[config.mk]
export PLATFORM = sky130hd
export DESIGN_NAME = bcd_to_7seg
export DESIGN_NICKNAME = d
export VERILOG_FILES = /design/src/rtl/bcd_to_7seg.sv
export SDC_FILE = /design/constraint.sdc
export NUM_CORES = 1
export LEC_CHECK = 0
export ABC_AREA = 1
export ABC_CLOCK_PERIOD_IN_PS = 1440
export CORE_AREA = 2 2 39 41
export DETAILED_ROUTE_END_ITERATION = 7
export DIE_AREA = 0 0 41 43
export PLACE_DENSITY = 0.51
export SLEW_MARGIN = 20
export SYNTH_ARGS = -nofsm -noshare
export SYNTH_HDL_FRONTEND = slang
export SYNTH_SLANG_ARGS = --single-unit
[constraint.sdc]
create_clock -name vclk -period 1.44
set_clock_uncertainty 0.2 [all_clocks]
set_input_delay 0.216 -clock vclk [all_inputs]
set_output_delay 0.216 -clock vclk [all_outputs]
set_load 0.005 [all_outputs]
[src/rtl/bcd_to_7seg.sv]
// BCD digit to active-high seven-segment decoder (bit0 = A ... bit6 = G).
// Purely combinational; reset blanks the display asynchronously and clk is carried for interface compatibility only.
module bcd_to_7seg (
  input  logic       clk,
  input  logic       reset,
  input  logic [3:0] bcd,
  output logic [6:0] seven_seg_display
);

  logic [6:0] seg_d;
  logic       unused_clk;

  // clk deliberately has no effect on the decode.
  assign unused_clk = clk;

  always_comb begin
    seg_d = 7'b0000000;
    unique case (bcd)
      4'd0:    seg_d = 7'b0111111;
      4'd1:    seg_d = 7'b0000110;
      4'd2:    seg_d = 7'b1011011;
      4'd3:    seg_d = 7'b1001111;
      4'd4:    seg_d = 7'b1100110;
      4'd5:    seg_d = 7'b1101101;
      4'd6:    seg_d = 7'b1111101;
      4'd7:    seg_d = 7'b0000111;
      4'd8:    seg_d = 7'b1111111;
      4'd9:    seg_d = 7'b1100111;
      default: seg_d = 7'b0000000;
    endcase
  end

  assign seven_seg_display = reset ? 7'b0000000 : seg_d;

endmodule

After elaboration in Yosys (flattened, before gate mapping)

Memories as Yosys holds them, arrays and structs flattened.
Cells that the tools add are included.

Multiplexer cells: 1

Operators with widths:

| cell   | number |
|---|---|
| $mux 7 | 1 |

Register bits: 0
Memory bits (read-only): 112
Input port bits: 6
Output and inout bits: 7
Word-level logic and storage cells: 2
Memories: 1

Memories:

| memory           | depth | bits a word | rd ports | clocked after memory_dff | write ports | RTL line | source |
|---|---|---|---|---|---|---|---|
| (name not given) | 16    | 7           | 1        | 0                        | 0           | 18       | `unique case (bcd)` |

Logic depth before layout (Yosys ltp)

An unclocked memory read counts as a cell.

Depth after elaboration: 2
Depth in mapped cells: 6
Depth with buffers taken out: 6

Least setup slack after synthesis

OpenSTA, ideal clock, no wires.

Path kind: input to output
Start point: input bcd[0]
End point: output seven_seg_display[3]
Arrival: 0.806 ns
Data required time: 1.024 ns
Path slack: 0.218 ns
Cell stages on the path: 6
Path buffers: 0
Cell sequence: inv_1 ha_1 nand2_1 clkinv_1 nor2_1 nor2_1

Longest elaborated chain between the ends: 2

RTL lines:

| item         | RTL line | source |
|---|---|---|
| from (decl)  | 6        | `input logic [3:0] bcd,` |
| $mem_v2 16x7 | --       |  |
| $mux 7       | 33       | `assign seven_seg_display = reset ? 7'b0000000 : seg_d;` |
| to (decl)    | 7        | `output logic [6:0] seven_seg_display` |

Every way passes these cells.

Worst setup path after layout

Same ends and word-level chain as after synthesis.

==> impl_metrics.yaml <==
power_and_ir_drop:
  peakVddDrop_uv: 68.16
  pwr_density_cell_nw_per_um2: 254.4
  p_leak_nw: 0.2184
synthesis:
  synthCells: 37
  synth.distinct_cells: 9
  avgSynthCellArea_um2: 5.174
  syn_nets: 48
  synth_top_area_share_pct: 32.68
  synth_area_um2: 191.4
  yosys.area.top_type: "ha_1"
  yosysWarnings: 0
  ys_seq_area_share_pct: 0
  synth.area.top_cells: "ha_1 (33%), nor2_1 (25%), inv_1 (12%)"
hold_path:
  worstHoldStart: "reset"
  hp-class: "input pin to output pin"
  min_path_cells: 3
  timing.hold.worst_endpoint: "seven_seg_display[4]"
final_layout:
  flops_and_latches: 0
  insertedDiodeCount: 0
  area_growth_pct: 97.38
  regArea_um2: 0
  num-fill-cells: 171
  nets: 67
  finalNonFillerCells: 70
  nClkBuffers: 0
  drive_above_1_share_pct: 59.26
critical_path:
  required_ns: 1.02
  path_max_fanout: 2
  arrival_ns: 0.98
  cp-start-kind: "input pin"
  cp-end-kind: "output pin"
  crit_type: "input pin to output pin"
die:
  io_pins: 13
  die_h_um: 43
  die-area_um2: 1763
  core_area_um2: 1384
  num_rows: 14
  fp.dieW_um: 41
  start_util_pct: 13.83
grt:
  track_usage_pct: 5.894
  gr-total-overflow: 0
  grt_pass1_wl_um: 807
  antenna_found_initial: 0
  grt_max_degree: 8
  first_global_vias: 222
flow_run:
  maxCapViolations: 0
placed_design:
  gp_congestion: 0.7130
  portBuffers: 12
  hpwl_um: 392.7
  placedCellCount: 68
drt:
  avgViaCountPerCell: 3.843
  postRouteAntennaNets: 0
  wirelength_um: 491
  vias: 269
  drc: 0
  initialDrtViolationCount: 1
  drt-wirelength-per-cell_um: 7.014
  drt_first_pass_iters: 2
sta:
  fin_crit_ns: 1.393
  drv_slew: 0
  hold_viol_final: 0
  rsz0062_at_grt: "true"
  tightest_slew_ns: 0.1700
  period_share_pct: 96.73
  setup_viol: 0
  hold_ws_ns: 0.6095
  fmax_mhz: 717.9
  slew_headroom_pct: 88.67
status:
  outcome: "finished clean"
==> Yosys cell counts <==
| cell type | number |
|---|---|
| inv_2 | 1 |
| clkinv_1 | 1 |
| nand2_1 | 6 |
| a21oi_1 | 1 |
| inv_1 | 6 |
| ha_1 | 5 |
| nor2_1 | 13 |
| o21ai_1 | 2 |
| nand2_2 | 2 |
==> placed cells by master, fill, tap and decap left out, drive strengths merged <==
master and instances:
inv 7, dlygate4sd2 2, o21ai 2, clkinv 1, buf 14, nand2 8
nor2 13, clkbuf 1, ha 5, a21oi 1
==> how the worst max path moves through the flow <==
stage               startpoint                    to  slack (ns)  depth (start not counted)
floorplan               bcd[0]  seven_seg_display[3]        0.22                          6
global placement        bcd[0]  seven_seg_display[1]       -0.79                          7
detailed placement      bcd[0]  seven_seg_display[1]       -0.79                          7
CTS                     bcd[3]  seven_seg_display[4]       0.006                          5
global route            bcd[0]  seven_seg_display[3]       -0.02                          7
finish                  bcd[0]  seven_seg_display[3]        0.05                          7
==> layer usage <==
layer	up-vias	track usage (%)	share of wire (%)
met5	-	0	0
met2	7	10.63	48
met4	0	0	0
met1	120	7.911	44
li1	142	-	-
met3	0	0	7.7
==> cell type report <==
| type | instances | area, um2 | area share, % |
|---|---|---|---|
| multi-input cells | 29 | 198.9 | 52.65 |
| repair buffers | 17 | 125.1 | 33.11 |
| inverters | 8 | 33.78 | 8.940 |
| well taps | 16 | 20.02 | 5.298 |
==> critical path, stage by stage <==
cell and delay, ns:
buf_6 0.10, buf_6 0.10, ha_2 0.17, o21ai_2 0.15
nor2_1 0.06, nor2_1 0.07, buf_2 0.11
==> kinds of logic (layout without fill, tap and decap cells) <==
logic type                 count (synthesis)  after routing  share of synthesized area [%]
AOI/OAI and AO/OA                          3              3                          7.841
adders and majority gates                  5              5                          32.68
buffers and inverters                      8             25                          15.68
and+or+nand+nor                           21             21                          43.79
==> power by group <==
part           internal, W  switching, W  total (W)
Sequential               0             0          0
Clock                    0             0          0
Combinational    0.0000488     0.0000473  0.0000961
==> stage by stage <==
stage	power, W	setup TNS (ns)	area (um2)	setup slack [ns]	util, %
floorplan	0.00003601	0	191.4	0.2178	-
global placement	0.00009098	-5.176	354.1	-0.7882	25.59
global route	0.0001079	-0.03704	377.9	-0.01841	27.31
detailed placement	0.00009075	-5.071	354.1	-0.7878	25.59
CTS	0.00009220	0	367.9	0.005739	26.58
finish	0.00009614	0	377.9	0.04709	27.31
==> what timing repair did <==
action                                  in CTS  in global routing
setup buffers                                2                  0
hold buffers                                 0                  0
endpoints found under the setup margin       7                  5
pin swaps                                    9                  4
gates resized for setup                     55                  8
Note: power is estimated with default switching activity, not from simulation.
